### config.mk
export PLATFORM = sky130hd
export DESIGN_NAME = multi_clk_gen
export DESIGN_NICKNAME = d
export VERILOG_FILES = /design/src/rtl/multi_clk_gen_pkg.sv /design/src/rtl/clk_gen_channel.sv /design/src/rtl/multi_clk_gen.sv
export SDC_FILE = /design/constraint.sdc
export NUM_CORES = 1
export LEC_CHECK = 0
export BUFFER_PORTS_ARGS = -buffer_cell sky130_fd_sc_hd__buf_2
export CAP_MARGIN = 20
export CORE_MARGIN = 3
export CORE_UTILIZATION = 67
export CTS_CLUSTER_DIAMETER = 60
export DETAILED_ROUTE_END_ITERATION = 6
export HOLD_SLACK_MARGIN = 0.03
export PLACE_DENSITY_LB_ADDON = 0.2
export SLEW_MARGIN = 20
export SYNTH_ARGS = -nofsm -noshare
export SYNTH_HDL_FRONTEND = slang
export SYNTH_HIERARCHICAL = 1
export SYNTH_SLANG_ARGS = --single-unit
### constraint.sdc
create_clock -name clk -period 8.1 [get_ports clk]
set_clock_uncertainty 0.15 [all_clocks]
set_input_delay 1.215 -clock clk [delete_from_list [all_inputs] [get_ports clk]]
set_output_delay 1.215 -clock clk [all_outputs]
set_load 0.01 [all_outputs]
### src/rtl/multi_clk_gen_pkg.sv
// Shared types and helpers for the multi-channel clock generator.
//   ch_state_t    : per-channel FSM state
//   sanitize_half : maps a zero half-period onto 1 so a channel can never stall
package multi_clk_gen_pkg;

   typedef enum logic [1:0] {
      IDLE  = 2'd0,
      PHASE = 2'd1,
      RUN   = 2'd2,
      STOP  = 2'd3
   } ch_state_t;

   localparam int unsigned HALF_FN_W = 32;

   function automatic logic [HALF_FN_W-1:0] sanitize_half(input logic [HALF_FN_W-1:0] half);
      return (half == '0) ? HALF_FN_W'(1) : half;
   endfunction

endpackage

### src/rtl/clk_gen_channel.sv
// One generated clock channel: FSM, half-period/phase counter, shadow config.
// Ports:
//   clk, rst          system clock, synchronous active-high reset
//   i_en              run enable (level)
//   i_sync            realign pulse
//   i_wr              config write accepted for this channel this cycle
//   i_half, i_phase   write payload
//   o_pending         shadow holds a config not yet applied
//   o_clk, o_tick     generated clock and its change strobe (registered)
module clk_gen_channel #(
   parameter int unsigned CNT_W        = 8,
   parameter int unsigned DEFAULT_HALF = 20
) (
   input  logic             clk,
   input  logic             rst,
   input  logic             i_en,
   input  logic             i_sync,
   input  logic             i_wr,
   input  logic [CNT_W-1:0] i_half,
   input  logic [CNT_W-1:0] i_phase,
   output logic             o_pending,
   output logic             o_clk,
   output logic             o_tick
);
   import multi_clk_gen_pkg::*;

   localparam logic [CNT_W-1:0] RST_HALF =
      CNT_W'(sanitize_half(HALF_FN_W'(DEFAULT_HALF)));

   ch_state_t        r_state,    w_state_nx;
   logic [CNT_W-1:0] r_cnt,      w_cnt_nx;
   logic [CNT_W-1:0] r_half,     w_half_nx;
   logic [CNT_W-1:0] r_phase,    w_phase_nx;
   logic [CNT_W-1:0] r_sh_half,  w_sh_half_nx;
   logic [CNT_W-1:0] r_sh_phase, w_sh_phase_nx;
   logic             r_pending,  w_pending_nx;
   logic             r_clk,      w_clk_nx;
   logic             r_tick,     w_tick_nx;

   logic             w_apply_all;
   logic             w_apply_pend;
   logic [CNT_W-1:0] w_cnt_inc;
   logic             w_hit;
   logic [CNT_W-1:0] w_wr_half;
   logic             w_eff_valid;
   logic [CNT_W-1:0] w_eff_half;
   logic [CNT_W-1:0] w_eff_phase;
   logic [CNT_W-1:0] w_start_phase;
   ch_state_t        w_start_state;

   assign w_cnt_inc   = r_cnt + CNT_W'(1);
   assign w_hit       = (r_cnt == r_half - CNT_W'(1));
   assign w_wr_half   = CNT_W'(sanitize_half(HALF_FN_W'(i_half)));

   // Config seen by a (re)start: a same-cycle write beats the shadow, which beats current
   assign w_eff_valid   = i_wr | r_pending;
   assign w_eff_half    = i_wr ? w_wr_half : r_sh_half;
   assign w_eff_phase   = i_wr ? i_phase   : r_sh_phase;
   assign w_start_phase = w_eff_valid ? w_eff_phase : r_phase;
   assign w_start_state = (w_start_phase == '0) ? RUN : PHASE;

   // State and output registers
   always_ff @(posedge clk) begin
      if (rst) begin
         r_state    <= IDLE;
         r_cnt      <= '0;
         r_half     <= RST_HALF;
         r_phase    <= '0;
         r_sh_half  <= RST_HALF;
         r_sh_phase <= '0;
         r_pending  <= 1'b0;
         r_clk      <= 1'b0;
         r_tick     <= 1'b0;
      end else begin
         r_state    <= w_state_nx;
         r_cnt      <= w_cnt_nx;
         r_half     <= w_half_nx;
         r_phase    <= w_phase_nx;
         r_sh_half  <= w_sh_half_nx;
         r_sh_phase <= w_sh_phase_nx;
         r_pending  <= w_pending_nx;
         r_clk      <= w_clk_nx;
         r_tick     <= w_tick_nx;
      end
   end

   // Next-state, counter and config-apply logic
   always_comb begin
      w_state_nx    = r_state;
      w_cnt_nx      = r_cnt;
      w_half_nx     = r_half;
      w_phase_nx    = r_phase;
      w_sh_half_nx  = r_sh_half;
      w_sh_phase_nx = r_sh_phase;
      w_pending_nx  = r_pending;
      w_clk_nx      = r_clk;
      w_tick_nx     = 1'b0;
      w_apply_all   = 1'b0;
      w_apply_pend  = 1'b0;

      if (i_sync) begin
         // Realign; a disabled channel is forced low even mid high-phase
         w_apply_all = 1'b1;
         w_cnt_nx    = '0;
         w_clk_nx    = 1'b0;
         w_tick_nx   = r_clk;
         w_state_nx  = i_en ? w_start_state : IDLE;
      end else begin
         case (r_state)
            IDLE: begin
               w_cnt_nx = '0;
               if (i_en) begin
                  w_apply_all = 1'b1;
                  w_state_nx  = w_start_state;
               end else begin
                  w_apply_pend = 1'b1;
               end
            end
            PHASE: begin
               if (!i_en) begin
                  w_state_nx = IDLE;
                  w_cnt_nx   = '0;
               end else if (r_cnt == r_phase - CNT_W'(1)) begin
                  w_state_nx = RUN;
                  w_cnt_nx   = '0;
               end else begin
                  w_cnt_nx = w_cnt_inc;
               end
            end
            RUN: begin
               if (!i_en && !r_clk) begin
                  w_state_nx = IDLE;
                  w_cnt_nx   = '0;
               end else if (w_hit) begin
                  w_clk_nx     = ~r_clk;
                  w_tick_nx    = 1'b1;
                  w_cnt_nx     = '0;
                  w_apply_pend = 1'b1;
                  if (!i_en) w_state_nx = IDLE;
               end else begin
                  w_cnt_nx = w_cnt_inc;
                  if (!i_en) w_state_nx = STOP;
               end
            end
            STOP: begin
               // Finish the high phase so the last pulse is never a runt
               if (w_hit) begin
                  w_clk_nx     = 1'b0;
                  w_tick_nx    = 1'b1;
                  w_cnt_nx     = '0;
                  w_apply_pend = 1'b1;
                  w_state_nx   = IDLE;
               end else begin
                  w_cnt_nx = w_cnt_inc;
               end
            end
            default: begin
               w_state_nx = IDLE;
               w_cnt_nx   = '0;
               w_clk_nx   = 1'b0;
            end
         endcase
      end

      // Apply shadow config; a write landing on a toggle waits for the next one
      if (w_apply_all) begin
         if (w_eff_valid) begin
            w_half_nx  = w_eff_half;
            w_phase_nx = w_eff_phase;
         end
         w_pending_nx = 1'b0;
      end else begin
         if (w_apply_pend && r_pending) begin
            w_half_nx    = r_sh_half;
            w_phase_nx   = r_sh_phase;
            w_pending_nx = 1'b0;
         end
         if (i_wr) begin
            w_sh_half_nx  = w_wr_half;
            w_sh_phase_nx = i_phase;
            w_pending_nx  = 1'b1;
         end
      end
   end

   assign o_pending = r_pending;
   assign o_clk     = r_clk;
   assign o_tick    = r_tick;

endmodule

### src/rtl/multi_clk_gen.sv
// Multi-channel clock generator: NUM_CH independent divided clocks from clk.
// Ports:
//   clk, rst               system clock, synchronous active-high reset
//   ch_en                  per-channel run enable
//   sync_start             realign all enabled channels to phase origin
//   cfg_valid/cfg_ready    config write handshake (ready is combinational on cfg_ch)
//   cfg_ch, cfg_half, cfg_phase  target channel and new half-period / phase
//   clk_out, tick          generated clocks and change strobes (registered)
module multi_clk_gen #(
   parameter  int unsigned NUM_CH       = 2,
   parameter  int unsigned CNT_W        = 8,
   parameter  int unsigned DEFAULT_HALF = 20,
   localparam int unsigned CH_W         = (NUM_CH > 1) ? $clog2(NUM_CH) : 1
) (
   input  logic              clk,
   input  logic              rst,
   input  logic [NUM_CH-1:0] ch_en,
   input  logic              sync_start,
   input  logic              cfg_valid,
   input  logic [CH_W-1:0]   cfg_ch,
   input  logic [CNT_W-1:0]  cfg_half,
   input  logic [CNT_W-1:0]  cfg_phase,
   output logic              cfg_ready,
   output logic [NUM_CH-1:0] clk_out,
   output logic [NUM_CH-1:0] tick
);
   import multi_clk_gen_pkg::*;

   logic [NUM_CH-1:0] w_pending;
   logic [NUM_CH-1:0] w_wr;

   // Ready mux; a channel index beyond NUM_CH reads as ready and the write is dropped
   always_comb begin
      cfg_ready = 1'b1;
      for (int unsigned i = 0; i < NUM_CH; i++) begin
         if (cfg_ch == CH_W'(i)) cfg_ready = ~w_pending[i];
      end
   end

   for (genvar g = 0; g < NUM_CH; g++) begin : g_ch
      assign w_wr[g] = cfg_valid & cfg_ready & (cfg_ch == CH_W'(g));

      clk_gen_channel #(
         .CNT_W        (CNT_W),
         .DEFAULT_HALF (DEFAULT_HALF)
      ) u_ch (
         .clk       (clk),
         .rst       (rst),
         .i_en      (ch_en[g]),
         .i_sync    (sync_start),
         .i_wr      (w_wr[g]),
         .i_half    (cfg_half),
         .i_phase   (cfg_phase),
         .o_pending (w_pending[g]),
         .o_clk     (clk_out[g]),
         .o_tick    (tick[g])
      );
   end

endmodule
==> impl_metrics.ini <==
[synthesis]
synth_area_um2 = 5563
ys_ff_latch = 90
yosysWarnings = 6
synth_top_area_share_pct = 32.39
ys_types = 73
ys_top_cells_by_area = dfxtp_1, nand2_1, mux2i_1
synth-edff-count = 0
synth_seq_area_share_pct = 32.39
synth-main-ff-cell = dfxtp_1
syn_nets = 731
synth_top_area_cell = dfxtp_1
ys_async_sr_fraction_pct = 0
syn_inst = 702
synth.avg_cell_area_um2 = 7.924

[clock_tree]
clk_latency_ns = 0.35
post-cts-setup-buffer-count = 0
path_clk_slew_ns = 0.09
cts_tree = built
ctsResizeCount = 0
cts-buffers-inserted = 9
cts_sinks = 90
clockBufferDepth = 2
hold_buffers = 0
cts_root_buffer = clkbuf_8
htreeDepth = 3

[global_routing]
grt.total_usage_pct = 26.97
grt_pass1_vias = 4695
grt_pass1_wl_um = 21730
grt-ovfl-total = 0
grt_max_degree = 88
antenna_found_initial = 1

[setup_path]
crit_family = compound AO/OA/AOI/OAI gates
slowest_delay_ns = 0.92
r2r-start = g_ch[0].u_ch/r_half[0]$_SDFFE_PP0P_
critPathKind = in2reg
cpMaxStageDelayCell = a311oi_4
required_ns = 8.20
cp_max_fo = 27
cp.arrival_ns = 3.58
path_buf_inv = 2
critPathLaunchType = primary input
worstSetupEndpointType = flip-flop
worstSetupStartpoint = ch_en[1]
crit_chain = buf_2 -> or2_4 -> o21ai_0 -> inv_1 -> a311oi_4 -> nor2_2 -> o31a_1

[sta]
rsz0062_at_grt = no
timing.setup.tns_ns = 0
fin_crit_ns = 3.483
slew_violations = 0
finalHoldViolCount = 0
relSlewSlack_pct = 32.50
max_freq_mhz = 287.1
setup_viol = 0
tightest_slew_ns = 1.012
finalCritPeriodShare_pct = 43.00
holdWs_ns = 0.3077

[run]
maxCapViolCount = 0

[placement]
port_buffers = 27
place_area_um2 = 5650
place_hpwl_um = 9118
dp.cells = 790
place.gp.congestion = 0.8947

[finish]
multi_input_comb_area_um2 = 3515
syn2layout_area_growth_pct = 6.163
fin_cells = 805
seq_area_um2 = 1802
fillers = 583
fin_area_um2 = 5906
layout-drive-gt1-share_pct = 10.24
final_nets = 728
diodes = 0

[detailed_routing]
wl_um = 12910
drt_first_pass_iters = 5
avgViaCountPerCell = 6.440
vias = 5184
wire_per_inst_um = 16.04
ant_nets = 0
route.detailed.drc = 0
drt-initial-drc-count = 437

[floorplanning]
rows = 32
core-area_um2 = 7888
die_h_um = 97.12
start_util_pct = 70.53
die_w_um = 97.12
ios = 28
dieArea_um2 = 9432

[power_and_ir_drop]
p_per_area_nw_per_um2 = 180.2
max-vdd-ir-drop_mv = 0.1082
p_leak_nw = 2.179
power.total_mw = 1.064

[outcome]
status = complete, no violations

[min_path]
worstHoldStart = g_ch[0].u_ch/r_sh_half[7]$_SDFFE_PP0P_
hp-class = reg2reg
[through the flow]
step / utilization, % / setup WS [ns]
after detailed placement: 71.64 / 4.328
after global placement: 71.64 / 4.509
after CTS: 74.87 / 4.653
after floorplan: - / 4.902
after global routing: 74.87 / 4.434
final: 74.87 / 4.617
[kinds of logic (layout without fill, tap and decap cells)]
logic type / count (synthesis) / count (layout) / share of synthesized area, %
DFF: 90 / 90 / 32.39
xor gates and xnor gates: 50 / 50 / 7.872
adders and majority gates: 6 / 6 / 1.349
AOI/OAI and AO/OA: 180 / 180 / 22.65
buffers and inverters: 58 / 59 / 4.521
and+or+nand+nor: 281 / 281 / 24.47
muxes: 37 / 37 / 6.748
[worst register-to-register path, stage by stage, from the launching register on]
cell and delay (ns):
dfxtp_1 0.35, inv_1 0.09, ha_1 0.22, or3b_1 0.38, nor3_1 0.23, xnor2_1 0.16, a2111oi_4 0.61, a211oi_4 0.29
or4_1 0.59, o31a_1 0.12
[path summary, 6_finish.rpt]
path | to | slack, ns | depth (start not counted)
hold reg to reg | g_ch[0].u_ch/r_sh_half[7]$_SDFFE_PP0P_ | 0.31 | 2
setup reg to reg | g_ch[0].u_ch/r_half[2]$_SDFFE_PP1P_ | 4.81 | 9
hold / removal | g_ch[0].u_ch/r_sh_half[7]$_SDFFE_PP0P_ | 0.31 | 2
setup / recovery | g_ch[1].u_ch/r_half[4]$_SDFFE_PP1P_ | 4.62 | 7
[cell usage after synthesis, drive strengths merged (3+ instances only)]
| cell type | n |
|---|---|
| xor2 | 30 |
| ha | 6 |
| mux2i | 33 |
| o21a | 3 |
| nand2b | 3 |
| nor3b | 3 |
| dfxtp | 90 |
| or4 | 18 |
| nor3 | 11 |
| nor4 | 12 |
| nand2 | 121 |
| and3 | 5 |
| a211oi | 4 |
| and2 | 4 |
| a21oi | 59 |
| o31a | 5 |
| o21ai | 45 |
| or3 | 10 |
| nor2 | 54 |
| nor2b | 5 |
| nand3b | 4 |
| nand3 | 20 |
| a2111oi | 6 |
| o31ai | 10 |
| xnor2 | 20 |
| inv | 15 |
| mux2 | 4 |
| a22oi | 3 |
| and3b | 3 |
| clkbuf | 30 |
| a211o | 13 |
| buf | 13 |
| a221oi | 4 |
| a21boi | 3 |
[layout make-up]
cell class / instances / share of cell area (%)
Timing Repair Buffer: 29 / 2.542
Multi-Input combinational cell: 554 / 59.51
Sequential cell: 90 / 30.51
Clock inverter: 5 / 2.161
Tap cell: 102 / 2.161
Inverter: 15 / 0.9534
Clock buffer: 10 / 2.161
[power breakdown]
| group | internal, mW | switching [mW] | leakage [nW] |
|---|---|---|---|
| combinational | 0.0728 | 0.116 | 1.33 |
| sequential | 0.458 | 0.0253 | 0.729 |
| clock | 0.235 | 0.157 | 0.123 |
[layer usage]
| metal | part of all wire [%] | global-route usage (%) | vias up |
|---|---|---|---|
| met5 | 0.054 | 0 | - |
| met4 | 1.7 | 10.04 | 2 |
| met3 | 7.1 | 4.379 | 29 |
| met2 | 46 | 41.77 | 200 |
| met1 | 45 | 37.84 | 2444 |
| li1 | - | - | 2509 |
[state kept, by name (all words and copies together) (netlist names)]
signal and count:
g_ch.u_ch/r_sh_phase 16, g_ch.u_ch/r_half 16, g_ch.u_ch/o_tick 2, g_ch.u_ch/o_clk 2, g_ch.u_ch/r_phase 16, g_ch.u_ch/r_state 4, g_ch.u_ch/o_pending 2, g_ch.u_ch/r_sh_half 16
g_ch.u_ch/r_cnt 16
[cells in the final DEF (no fill, tap or decap), drive strengths merged, types with 13 or more instances in the layout]
cell   synthesis  routed
a211o         13      13
o21ai         45      45
nor2          54      54
inv           15      15
dfxtp         90      90
xor2          30      30
nand3         20      20
a21oi         59      59
or4           18      18
xnor2         20      20
buf           13      29
nand2        121     121
mux2i         33      33
Note: power is estimated with default switching activity, not from simulation.
